===== src/rtl/load_store_unit.sv =====
// Load/store unit: turns byte-addressed CPU requests into single word-bus transactions
// with lane masking, load extension and misaligned/unmapped/timeout error reporting.
//
// state  | meaning
// IDLE   | waiting for a request, req_ready high
// ACCESS | one cycle of strobes, mem_done ignored (may be stale)
// WAIT   | holding the bus until mem_done or the timeout terminal count
// RESP   | one-cycle response pulse
module load_store_unit #(
    parameter int TIMEOUT_CYCLES = 16,
    parameter int TIMEOUT_BITS   = $clog2(TIMEOUT_CYCLES + 1)
) (
    input  logic        clk,
    input  logic        rst,
    input  logic        req_valid,
    output logic        req_ready,
    input  logic        req_write,
    input  logic [1:0]  req_size,
    input  logic        req_unsigned,
    input  logic [31:0] req_addr,
    input  logic [31:0] req_wdata,
    output logic        resp_valid,
    output logic        resp_err,
    output logic [31:0] resp_rdata,
    output logic [31:0] mem_addr,
    output logic [31:0] mem_wdata,
    output logic [3:0]  mem_wmask,
    output logic        mem_wen,
    output logic        mem_ren,
    input  logic [31:0] mem_rdata,
    input  logic        mem_done,
    input  logic        mem_active
);

    typedef enum logic [1:0] {
        IDLE   = 2'd0,
        ACCESS = 2'd1,
        WAIT   = 2'd2,
        RESP   = 2'd3
    } state_t;

    state_t state, state_nx;

    logic                    write_q;
    logic [1:0]              size_q;
    logic                    unsigned_q;
    logic [1:0]              offset_q;
    logic [TIMEOUT_BITS-1:0] tcnt;
    logic                    timeout_tc;
    logic                    misaligned;
    logic [3:0]              wmask_nx;
    logic [31:0]             wdata_nx;
    logic [31:0]             shifted;
    logic [31:0]             load_ext;

    assign timeout_tc = (tcnt == TIMEOUT_BITS'(TIMEOUT_CYCLES - 1));

    assign misaligned = (req_size == 2'b11)
                      | ((req_size == 2'b01) & req_addr[0])
                      | ((req_size == 2'b10) & (|req_addr[1:0]));

    always_comb begin
        wmask_nx = 4'b1111;
        wdata_nx = req_wdata;
        case (req_size)
            2'b00: begin
                wmask_nx = 4'b0001 << req_addr[1:0];
                wdata_nx = {4{req_wdata[7:0]}};
            end
            2'b01: begin
                wmask_nx = req_addr[1] ? 4'b1100 : 4'b0011;
                wdata_nx = {2{req_wdata[15:0]}};
            end
            default: begin
                wmask_nx = 4'b1111;
                wdata_nx = req_wdata;
            end
        endcase
    end

    // Load lane selection and extension from the latched offset/size.
    always_comb begin
        shifted  = mem_rdata >> {offset_q, 3'b000};
        load_ext = shifted;
        case (size_q)
            2'b00:   load_ext = unsigned_q ? {24'h0, shifted[7:0]}
                                           : {{24{shifted[7]}}, shifted[7:0]};
            2'b01:   load_ext = unsigned_q ? {16'h0, shifted[15:0]}
                                           : {{16{shifted[15]}}, shifted[15:0]};
            default: load_ext = shifted;
        endcase
    end

    always_ff @(posedge clk) begin
        if (rst) begin
            state <= IDLE;
        end else begin
            state <= state_nx;
        end
    end

    always_comb begin
        state_nx   = state;
        req_ready  = 1'b0;
        resp_valid = 1'b0;
        mem_wen    = 1'b0;
        mem_ren    = 1'b0;
        case (state)
            IDLE: begin
                req_ready = 1'b1;
                if (req_valid) begin
                    state_nx = misaligned ? RESP : ACCESS;
                end
            end
            ACCESS: begin
                mem_ren  = ~write_q & mem_active;
                mem_wen  = write_q & mem_active;
                state_nx = mem_active ? WAIT : RESP;
            end
            WAIT: begin
                mem_ren = ~write_q;
                if (mem_done || timeout_tc) begin
                    state_nx = RESP;
                end
            end
            RESP: begin
                resp_valid = 1'b1;
                state_nx   = IDLE;
            end
            default: state_nx = IDLE;
        endcase
    end

    always_ff @(posedge clk) begin
        if (rst) begin
            write_q    <= 1'b0;
            size_q     <= 2'b00;
            unsigned_q <= 1'b0;
            offset_q   <= 2'b00;
            tcnt       <= '0;
            mem_addr   <= 32'h0;
            mem_wdata  <= 32'h0;
            mem_wmask  <= 4'h0;
            resp_err   <= 1'b0;
            resp_rdata <= 32'h0;
        end else begin
            case (state)
                IDLE: begin
                    if (req_valid) begin
                        write_q    <= req_write;
                        size_q     <= req_size;
                        unsigned_q <= req_unsigned;
                        offset_q   <= req_addr[1:0];
                        resp_err   <= misaligned;
                        resp_rdata <= 32'h0;
                        // Bus-facing registers keep their old value on a misaligned request.
                        if (!misaligned) begin
                            mem_addr  <= {req_addr[31:2], 2'b00};
                            mem_wmask <= wmask_nx;
                            mem_wdata <= wdata_nx;
                        end
                    end
                end
                ACCESS: begin
                    tcnt <= '0;
                    if (!mem_active) begin
                        resp_err <= 1'b1;
                    end
                end
                WAIT: begin
                    if (mem_done) begin
                        resp_err <= 1'b0;
                        if (!write_q) begin
                            resp_rdata <= load_ext;
                        end
                    end else if (timeout_tc) begin
                        resp_err <= 1'b1;
                    end else begin
                        tcnt <= tcnt + TIMEOUT_BITS'(1);
                    end
                end
                default: begin
                end
            endcase
        end
    end

endmodule


===== config.mk =====
export PLATFORM = sky130hd
export DESIGN_NAME = load_store_unit
export DESIGN_NICKNAME = d
export VERILOG_FILES = /design/src/rtl/load_store_unit.sv
export SDC_FILE = /design/constraint.sdc
export NUM_CORES = 1
export LEC_CHECK = 0
export BUFFER_PORTS_ARGS = -buffer_cell sky130_fd_sc_hd__buf_2
export CORE_MARGIN = 2
export CORE_UTILIZATION = 50
export CTS_CLUSTER_DIAMETER = 50
export CTS_CLUSTER_SIZE = 16
export DETAILED_ROUTE_END_ITERATION = 12
export PLACE_DENSITY = 0.83
export RECOVER_POWER = 100
export SLEW_MARGIN = 20
export SYNTH_ARGS = -nofsm -noshare
export SYNTH_HDL_FRONTEND = slang
export SYNTH_SLANG_ARGS = --single-unit

===== constraint.sdc =====
create_clock -name clk -period 6.6 [get_ports clk]
set_clock_uncertainty 0.05 [all_clocks]
set_input_delay 0.33 -clock clk [delete_from_list [all_inputs] [get_ports clk]]
set_output_delay 0.33 -clock clk [all_outputs]
set_load 0.005 [all_outputs]

==> results.json, run 1 <==
{
  "status": "finished, violations left",
  "violations": "capacitance limit, slew limit",
  "required_ns": 6.83,
  "cts_buffer_depth": 2,
  "setup_violations": 0,
  "synth_most_common_cell": "dfxtp_1",
  "overflow": 0,
  "syn_inst": 579,
  "pwr-share-comb": 0.306,
  "crit_family": "compound AO/OA/AOI/OAI gates",
  "cts-root-buf": "clkbuf_8",
  "power_density_nw_per_um2": 289,
  "finalHoldViolations": 0,
  "synth_edf_count": 0,
  "synth_area_leaders": "dfxtp_1 45%, nand2_1 8.3%, a21oi_1 6.6%",
  "worst_hold_path_type": "in2reg",
  "ys_ff_latch": 112,
  "clkSlewWorstSetupHoldPaths_ns": 0.11,
  "synth_area_um2": 5040,
  "ios": 210,
  "synth_top_area_frac": 0.445,
  "worstPathMaxFanout": 47,
  "slew_headroom": -1.14,
  "clock_latency_ns": 0.36,
  "routed_wl_um": 14000,
  "post-route-drc-count": 0,
  "async_reset_ff_frac": 0,
  "setup_tns_ns": 0,
  "ctsHoldBuffers": 0,
  "rows": 36,
  "fin_util": 0.633,
  "tightest_slew_ns": 3.20,
  "netlist_top_cells_count": "112 x dfxtp_1, 111 x nand2_1, 66 x a21oi_1",
  "pwr-share-clk": 0.235,
  "total_power_mw": 1.79,
  "die_y_um": 104,
  "path_class": "in2reg",
  "fillers": 870,
  "critPathBufInv": 1,
  "gp_congestion": 0.875,
  "first_global_vias": 4487,
  "core_um2": 9770,
  "synth_flop_cell": "dfxtp_1",
  "vias_per_cell": 5.47,
  "die_area_um2": 10900,
  "cp_common_cell": "a21oi_1",
  "cts_setup_buffers": 0,
  "power_frac_seq": 0.459,
  "start_kind": "input port",
  "max_freq_mhz": 249,
  "grt_max_degree": 105,
  "arrival_ns": 4.25,
  "portBuffers": 207,
  "cpPeakStageDelay_ns": 2.42,
  "switching_share": 0.351,
  "p_int_mw": 1.16,
  "start_util": 0.515,
  "netSwitchingPower_uw": 628,
  "syn2layout_area_growth_pct": 22.9,
  "vias": 4872,
  "min_period_over_period": 0.609,
  "period_needed_ns": 4.02,
  "ys_types": 49,
  "post-dp-hpwl_um": 10200,
  "cts.repair.resized": 0,
  "multi_input_area_um2": 2560,
  "ir_drop_v": 0.000135,
  "synth_area_leader_cell": "dfxtp_1",
  "antenna_found_initial": 1,
  "avgRoutedWirePerCell_um": 15.8,
  "first_pass_iters": 5,
  "register_area_um2": 2240,
  "grt_use_total": 0.247,
  "htree_levels": 3,
  "max_cap_viol_count": 1,
  "ant_nets": 0,
  "cts_sinks": 112,
  "ys_seq_area_frac": 0.445,
  "yosysWarnings": 0,
  "fin_nets": 863,
  "cts_buffers": 9,
  "drv_slew": 48,
  "drive_above_1_share": 0.262,
  "cpMaxStageDelayCell": "o21bai_1",
  "p_leak_nw": 2.48,
  "fp.dieW_um": 104,
  "endpoint_kind": "register",
  "rsz0062_at_grt": "false",
  "worstPathCellList": "clkbuf_1, a21oi_1, o21bai_1, nand2_1, a21oi_1",
  "grt_pass1_wl_um": 22000,
  "syn_area_per_cell_um2": 8.70,
  "cts_tree": "done",
  "drtIter0Drc": 332
}
## layout make-up
| type | instances | share of cell area |
|---|---|---|
| Inverter | 9 | 0.00546 |
| Sequential cell | 112 | 0.362 |
| Clock inverter | 6 | 0.0121 |
| Timing Repair Buffer | 209 | 0.159 |
| Clock buffer | 10 | 0.0206 |
| Tap cell | 133 | 0.0269 |
| Antenna cell | 1 | 0.000404 |
| Multi-Input combinational cell | 411 | 0.413 |
## stage by stage
stage               worst slack (ns)  instances  area (um2)  hold slack [ns]
floorplan                       4.47        580        5040            0.402
global placement                4.03        874        6060            0.389
detailed placement              3.89        874        6060            0.393
CTS                             3.86        890        6260            0.118
global route                    2.00        891        6190            0.113
finish                          2.58        891        6190            0.138
## final timing paths
path	end	slack, ns	from	depth (start not counted)
setup / recovery	mem_addr[8]	2.58	req_size[0]	5
hold / removal	mem_addr[7]	0.14	req_addr[7]	3
setup reg to reg	mem_addr[8]	3.59	state[0]	6
hold reg to reg	mem_wdata[28]	0.41	mem_wdata[28]	2
## state kept, by name (all words and copies together), names as in the netlist
signal / count
resp_err: 1
write_q: 1
mem_wdata: 32
offset_q: 2
tcnt: 5
mem_wmask: 4
unsigned_q: 1
mem_addr: 30
size_q: 2
resp_rdata: 32
state: 2
## metal layers
metal	global-route usage	wire [um]
met2	0.409	6680
met4	0.104	383
met5	0	0
met1	0.306	5780
met3	0.0627	1190
## worst reg2reg max path, stage by stage, from the launching register on
cell and delay, ns:
dfxtp_1 0.39, inv_1 0.10, ha_1 0.36, nand2_1 0.28, o21bai_1 1.31, nand2_1 0.19
a21oi_1 0.26
## power by group through the flow
| stage | registers [mW] | logic [mW] | clock network, mW |
|---|---|---|---|
| CTS | 0.819 | 0.556 | 0.431 |
| detailed placement | 0.834 | 0.555 | 0 |
| floorplan | 0.826 | 0.366 | 0 |
| finish | 0.821 | 0.546 | 0.421 |
| global route | 0.831 | 0.607 | 0.457 |
| global placement | 0.828 | 0.538 | 0 |
## cell usage in the layout, fill, tap and decap left out, drive strengths merged, types with 2 or more instances in the layout
cell     instances
nor3b            3
o2bb2ai          8
ha               6
nand3b           8
mux2i           25
nor2            36
clkbuf          68
buf            151
o21bai           2
a21oi           66
inv             10
a211oi           9
nand3            8
xor2             2
and3             2
nand2b           3
mux4             8
dfxtp          112
a311oi          11
conb             2
a22oi           24
nand2          111
o211ai           9
o21ai           38
clkinv           3
mux2             8
nor3             5
a2111oi          2
## logic make-up after synthesis
logic type / after synthesis / synth area share
compound gates: 175 / 0.223
xor+xnor: 2 / 0.00348
fa+ha+maj: 6 / 0.0149
buf+inv: 57 / 0.0482
flops: 112 / 0.445
mux: 41 / 0.103
other cells: 1 / 0.000745
simple gates: 185 / 0.161
No activity file was read; power rests on OpenSTA's default activity.
==> run 2, diff against run 1 <==
--- a/config.mk
+++ b/config.mk
@@ -7,11 +7,11 @@
 export LEC_CHECK = 0
 export BUFFER_PORTS_ARGS = -buffer_cell sky130_fd_sc_hd__buf_2
 export CORE_MARGIN = 2
-export CORE_UTILIZATION = 50
+export CORE_UTILIZATION = 43
 export CTS_CLUSTER_DIAMETER = 50
 export CTS_CLUSTER_SIZE = 16
 export DETAILED_ROUTE_END_ITERATION = 12
-export PLACE_DENSITY = 0.83
+export PLACE_DENSITY = 0.76
 export RECOVER_POWER = 100
 export SLEW_MARGIN = 20
 export SYNTH_ARGS = -nofsm -noshare
==> constraint.sdc (replaced) <==
create_clock -name clk -period 3.6 [get_ports clk]
set_clock_uncertainty 0.05 [all_clocks]
set_input_delay 0.18 -clock clk [delete_from_list [all_inputs] [get_ports clk]]
set_output_delay 0.18 -clock clk [all_outputs]
set_load 0.005 [all_outputs]
==> run 2 against run 1 <==
Compared with the run above: the flow still finishes with violations (capacitance limit, slew limit); largest power group unchanged; die area grew 16%; routed wire length grew 8.5%; non-clock buffer count grew 16; highest routed layer unchanged; clock power grew to 2.6 times the previous value; largest cell class unchanged; total power grew 100%.
==> results.json, run 2 (synthesized netlist as in run 1, its figures left out) <==
{
  "cts_buffer_depth": 2,
  "vias_per_cell": 5.54,
  "antenna_found_initial": 0,
  "drv_slew": 19,
  "grt_pass1_wl_um": 24400,
  "ios": 210,
  "layout_common_cells": "147 x buf_2, 112 x dfxtp_1, 111 x nand2_1",
  "drive_above_1_share": 0.252,
  "tightest_slew_ns": 1.66,
  "post-dp-hpwl_um": 10800,
  "power_density_nw_per_um2": 565,
  "min_period_over_period": 0.761,
  "whs_path_depth": 3,
  "overflow": 0,
  "required_ns": 3.83,
  "routed_wl_um": 15200,
  "fillers": 1081,
  "endpoint_kind": "register",
  "met2_usage": 0.399,
  "syn2layout_area_growth_pct": 28.2,
  "setup_violations": 0,
  "cts_tree": "done",
  "cts-root-buf": "clkbuf_16",
  "core_um2": 11400,
  "total_power_mw": 3.65,
  "cts_setup_buffers": 0,
  "drtIter0Drc": 377,
  "ant_nets": 0,
  "fin_nets": 879,
  "slew_headroom": -0.108,
  "cts.repair.resized": 0,
  "first_global_vias": 4911,
  "gp_congestion": 0.843,
  "setup_tns_ns": 0,
  "first_pass_iters": 5,
  "die_area_um2": 12600,
  "layout_commonest_cell": "buf_2",
  "die_y_um": 112,
  "arrival_ns": 2.97,
  "whs_ns": 0.0145,
  "worstPathMaxFanout": 25,
  "path_class": "reg2reg",
  "fp.dieW_um": 112,
  "ir_drop_v": 0.000251,
  "antenna_cells": 0,
  "clkSlewWorstSetupHoldPaths_ns": 0.07,
  "cts_sinks": 112,
  "finalHoldViolations": 0,
  "htree_levels": 3,
  "period_needed_ns": 2.74,
  "avgRoutedWirePerCell_um": 16.6,
  "r2r_cells": 7,
  "top_usage_layer": "met2",
  "grt_use_total": 0.239,
  "grt_max_degree": 104,
  "rsz0062_at_grt": "false",
  "max_cap_viol_count": 1,
  "start_kind": "register",
  "portBuffers": 207,
  "worst_hold_path_type": "in2reg",
  "clock_latency_ns": 0.35,
  "top_regs": "mem_wdata: 32 flops, resp_rdata: 32 flops, mem_addr: 30 flops",
  "vias": 5078,
  "start_util": 0.441,
  "grt_use_met3": 0.0648,
  "post-route-drc-count": 0,
  "violations": "capacitance limit, slew limit",
  "cts_buffers": 9,
  "use_met1": 0.291,
  "max_freq_mhz": 365,
  "status": "finished, violations left",
  "ctsHoldBuffers": 12,
  "rows": 39,
  "p_leak_nw": 2.61
}
-- run 2: cell count changes in the layout (fill, tap and decap cells not counted), sizes merged --
cell,change
clkinvlp,-1
diode,-1
dlygate4sd3,+12
clkbuf,+2
bufinv,+1
buf,+2
-- run 2: path summary, 6_finish.rpt --
check	slack (ns)	endpoint	startpoint
min	0.01	mem_addr[19]	req_addr[19]
min reg2reg	0.40	mem_addr[29]	mem_addr[29]
max	0.86	resp_rdata[13]	state[0]
max reg2reg	0.86	resp_rdata[13]	state[0]
-- run 2: per-layer routing --
metal	up-vias	wire length, um	share of wire
met5	-	0	0
met4	0	433	0.028
met3	31	1330	0.087
met2	230	7260	0.48
met1	2381	6210	0.41
li1	2436	-	-
-- run 2: through the flow --
step                      std cells   util  worst slack (ns)  area, um2
after floorplan                 580      -              1.47       5040
after global placement          887  0.534              1.17       6100
after detailed placement        887  0.534             0.897       6100
after CTS                       915  0.573             0.915       6550
after global routing            916  0.566             0.632       6460
final                           916  0.566             0.859       6460
-- run 2: worst max-delay path: stages (launching register included) --
cell and delay (ns):
dfxtp_1 0.33, inv_1 0.12, ha_1 0.46, nor2b_1 0.48
a211o_1 0.16, clkbuf_2 0.44, and2_0 0.46, o2bb2ai_1 0.16
-- run 2: final cells by class --
type	count	area, um2	area share
flip-flops and latches	112	2240	0.347
inverters	9	33.8	0.00523
well taps	143	179	0.0277
clock inverters	6	90.1	0.0139
clock buffers	10	239	0.0370
repair buffers	225	1150	0.178
multi-input cells	411	2520	0.391
-- run 2: power breakdown --
group	internal, mW	switching [mW]
Clock	0.634	0.466
Combinational	0.419	0.620
Sequential	1.40	0.110
Total	2.45	1.20
==> run 3, diff against run 2 <==
--- a/config.mk
+++ b/config.mk
@@ -5,13 +5,14 @@
 export SDC_FILE = /design/constraint.sdc
 export NUM_CORES = 1
 export LEC_CHECK = 0
+export ABC_AREA = 1
 export BUFFER_PORTS_ARGS = -buffer_cell sky130_fd_sc_hd__buf_2
 export CORE_MARGIN = 2
-export CORE_UTILIZATION = 43
+export CORE_UTILIZATION = 49
 export CTS_CLUSTER_DIAMETER = 50
 export CTS_CLUSTER_SIZE = 16
 export DETAILED_ROUTE_END_ITERATION = 12
-export PLACE_DENSITY = 0.76
+export PLACE_DENSITY = 0.81
 export RECOVER_POWER = 100
 export SLEW_MARGIN = 20
 export SYNTH_ARGS = -nofsm -noshare
==> constraint.sdc (replaced) <==
create_clock -name clk -period 2.7 [get_ports clk]
set_clock_uncertainty 0.05 [all_clocks]
set_input_delay 0.135 -clock clk [delete_from_list [all_inputs] [get_ports clk]]
set_output_delay 0.135 -clock clk [all_outputs]
set_load 0.005 [all_outputs]
==> run 3 against run 2 <==
Compared with the run above: the flow now finishes without violations; critical endpoint is now resp_rdata[30]; register-to-register slack lost 0.42 ns; clock-buffer cell count is the same; largest power group unchanged; total power grew 40%.
==> results.json, run 3 <==
{
  "status": "finished, final reports clean",
  "grt_pass1_wl_um": 25100,
  "yosysWarnings": 0,
  "cpMaxStageDelayCell": "inv_1",
  "start_kind": "register",
  "synth_area_um2": 5190,
  "portBuffers": 207,
  "htree_levels": 3,
  "arrival_ns": 2.50,
  "pre_cts_ws_ns": 0.686,
  "synth_edf_count": 0,
  "power_frac_seq": 0.417,
  "cts_setup_buffers": 0,
  "first_global_vias": 5292,
  "cts_buffer_depth": 2,
  "cts_sinks": 112,
  "finalHoldViolations": 0,
  "ir_drop_v": 0.000404,
  "synth_flop_cell": "dfxtp_1",
  "cts_buffers": 9,
  "avgRoutedWirePerCell_um": 14.1,
  "max_cap_viol_count": 0,
  "vias": 5741,
  "vias_per_cell": 5.20,
  "post-dp-hpwl_um": 10500,
  "whs_path_depth": 3,
  "p_int_mw": 3.10,
  "tightest_slew_ns": 1.04,
  "synth_most_common_cell": "nand2_1",
  "r2r_start": "offset_q[0]",
  "fin_util": 0.641,
  "slew_headroom": 0.306,
  "whs_endpoint": "mem_addr[15]",
  "period_needed_ns": 2.26,
  "switching_share": 0.391,
  "worstPathCellList": "buf_4, inv_1, nand2_1, nand3_1, nand3_4, nand3_4, nand2_1, a21oi_1",
  "ios": 210,
  "rsz0062_at_grt": "false",
  "drtIter0Drc": 467,
  "rows": 37,
  "layout_common_cells": "174 x nand2_1, 144 x buf_2, 129 x nor2_1",
  "core_um2": 10300,
  "synth_top_area_frac": 0.432,
  "clock_latency_ns": 0.36,
  "pwr-share-comb": 0.380,
  "netSwitchingPower_mw": 2.00,
  "die_area_um2": 11400,
  "top_regs": "mem_wdata: 32 flops, resp_rdata: 32 flops, mem_addr: 30 flops",
  "max_freq_mhz": 443,
  "pwr-share-clk": 0.203,
  "layout_commonest_cell": "nand2_1",
  "antenna_cells": 0,
  "fin_nets": 1074,
  "required_ns": 2.95,
  "post-route-drc-count": 0,
  "overflow": 0,
  "routed_wl_um": 15600,
  "path_class": "reg2reg",
  "ys_types": 30,
  "fillers": 928,
  "ys_ff_latch": 112,
  "drv_slew": 0,
  "antenna_found_initial": 0,
  "start_util": 0.502,
  "endpoint_kind": "register",
  "syn_inst": 756,
  "syn2layout_area_growth_pct": 27.6,
  "worstPathMaxFanout": 33,
  "cts-root-buf": "clkbuf_8",
  "cts_tree": "done",
  "fin_ws_ns": 0.444,
  "clkSlewWorstSetupHoldPaths_ns": 0.11,
  "grt_max_degree": 77,
  "crit_family": "buffers and inverters",
  "die_y_um": 107,
  "synth_area_leaders": "dfxtp_1 43%, nand2_1 13%, nor2_1 9.3%",
  "setup_violations": 0,
  "ant_nets": 0,
  "critPathBufInv": 2,
  "netlist_top_cells_count": "173 x nand2_1, 128 x nor2_1, 112 x dfxtp_1",
  "grt_use_total": 0.273,
  "ys_seq_area_frac": 0.432,
  "hp-start": "req_addr[15]",
  "regToRegSetupSlack_ns": 0.44,
  "syn_area_per_cell_um2": 6.86,
  "r2r_cells": 8,
  "first_pass_iters": 5,
  "async_reset_ff_frac": 0,
  "reg2reg_to": "resp_rdata[30]",
  "gp_congestion": 0.931,
  "drive_above_1_share": 0.184,
  "setup_tns_ns": 0,
  "cts.repair.resized": 0,
  "synth_area_leader_cell": "dfxtp_1",
  "fp.dieW_um": 107,
  "power_density_nw_per_um2": 771,
  "cpPeakStageDelay_ns": 0.71,
  "p_leak_nw": 3.11,
  "worst_hold_path_type": "in2reg",
  "min_period_over_period": 0.836
}
## run 3: cell count changes after synthesis, moves of 10 or more
| cell | previous run | this run |
|---|---|---|
| mux2i_1 | 25 | 0 |
| nand3_1 | 8 | 36 |
| a311oi_1 | 11 | 0 |
| a21oi_1 | 66 | 92 |
| nand2_1 | 111 | 173 |
| a22oi_1 | 24 | 1 |
| o21ai_2 | 10 | 0 |
| buf_2 | 5 | 18 |
| nor2_1 | 36 | 128 |
| inv_1 | 7 | 30 |
| o21ai_0 | 28 | 86 |
## run 3: kinds of logic after synthesis
logic type,after synthesis,share of synthesized area
compound gates,191,0.193
buf+inv,87,0.0760
fa+ha+maj,6,0.0145
simple gates,359,0.283
other cells,1,0.000723
flops,112,0.432
## run 3: repair_timing
action                     CTS  global route
setup endpoints to repair    0             0
hold endpoints to repair    30             0
hold buffers                30             0
## run 3: final cells by class
type / instances / area, um2 / share of cell area
multi-input combinational: 558 / 2540 / 0.385
sequential: 112 / 2240 / 0.339
timing repair buffer: 246 / 1320 / 0.200
tap: 136 / 170 / 0.0257
clock buffer: 10 / 138 / 0.0208
inverter: 36 / 138 / 0.0208
clock inverter: 5 / 63.8 / 0.00964
## run 3: worst max path at each step
| stage | start | to | slack [ns] | cells after the start |
|---|---|---|---|---|
| 5_1_grt | state[1] | mem_addr[14] | 0.21 | 9 |
| 4_1_cts | state[0] | mem_addr[14] | 0.68 | 9 |
| 3_3_place_gp | state[0] | mem_addr[2] | 0.76 | 9 |
| 6_report | offset_q[0] | resp_rdata[30] | 0.44 | 8 |
| 3_5_place_dp | state[0] | mem_addr[2] | 0.69 | 9 |
| 2_1_floorplan | state[0] | resp_rdata[17] | 1.12 | 10 |
## run 3: power groups by stage
| stage | sequential, mW | clock (mW) | combinational, mW |
|---|---|---|---|
| 2_1_floorplan | 2.17 | 0 | 1.31 |
| 3_3_place_gp | 2.14 | 0 | 1.91 |
| 3_5_place_dp | 2.15 | 0 | 1.94 |
| 4_1_cts | 2.11 | 1.05 | 1.98 |
| 5_1_grt | 2.16 | 1.12 | 2.20 |
| 6_report | 2.13 | 1.03 | 1.94 |
## run 3: metrics by stage
| step | area [um2] | cells | total power, mW | hold WS (ns) |
|---|---|---|---|---|
| after floorplan | 5190 | 757 | 3.48 | 0.249 |
| after global placement | 6210 | 1058 | 4.05 | 0.332 |
| after detailed placement | 6210 | 1058 | 4.09 | 0.339 |
| after CTS | 6710 | 1103 | 5.15 | 0.000690 |
| after global routing | 6620 | 1103 | 5.49 | 0.00217 |
| final | 6620 | 1103 | 5.10 | 0.00640 |
## run 3: worst register-to-register path, delay by kind of cell (launching register included)
family	cells	cell delay (ns)
flip-flops	1	0.32
AND/OR/NAND/NOR	5	0.79
buffers and inverters	2	0.92
AO/OA/AOI/OAI	1	0.12
## run 3: per-layer routing
layer,track usage,part of all wire
met1,0.326,0.40
met2,0.477,0.49
met3,0.0766,0.089
met4,0.0779,0.016
met5,0,0
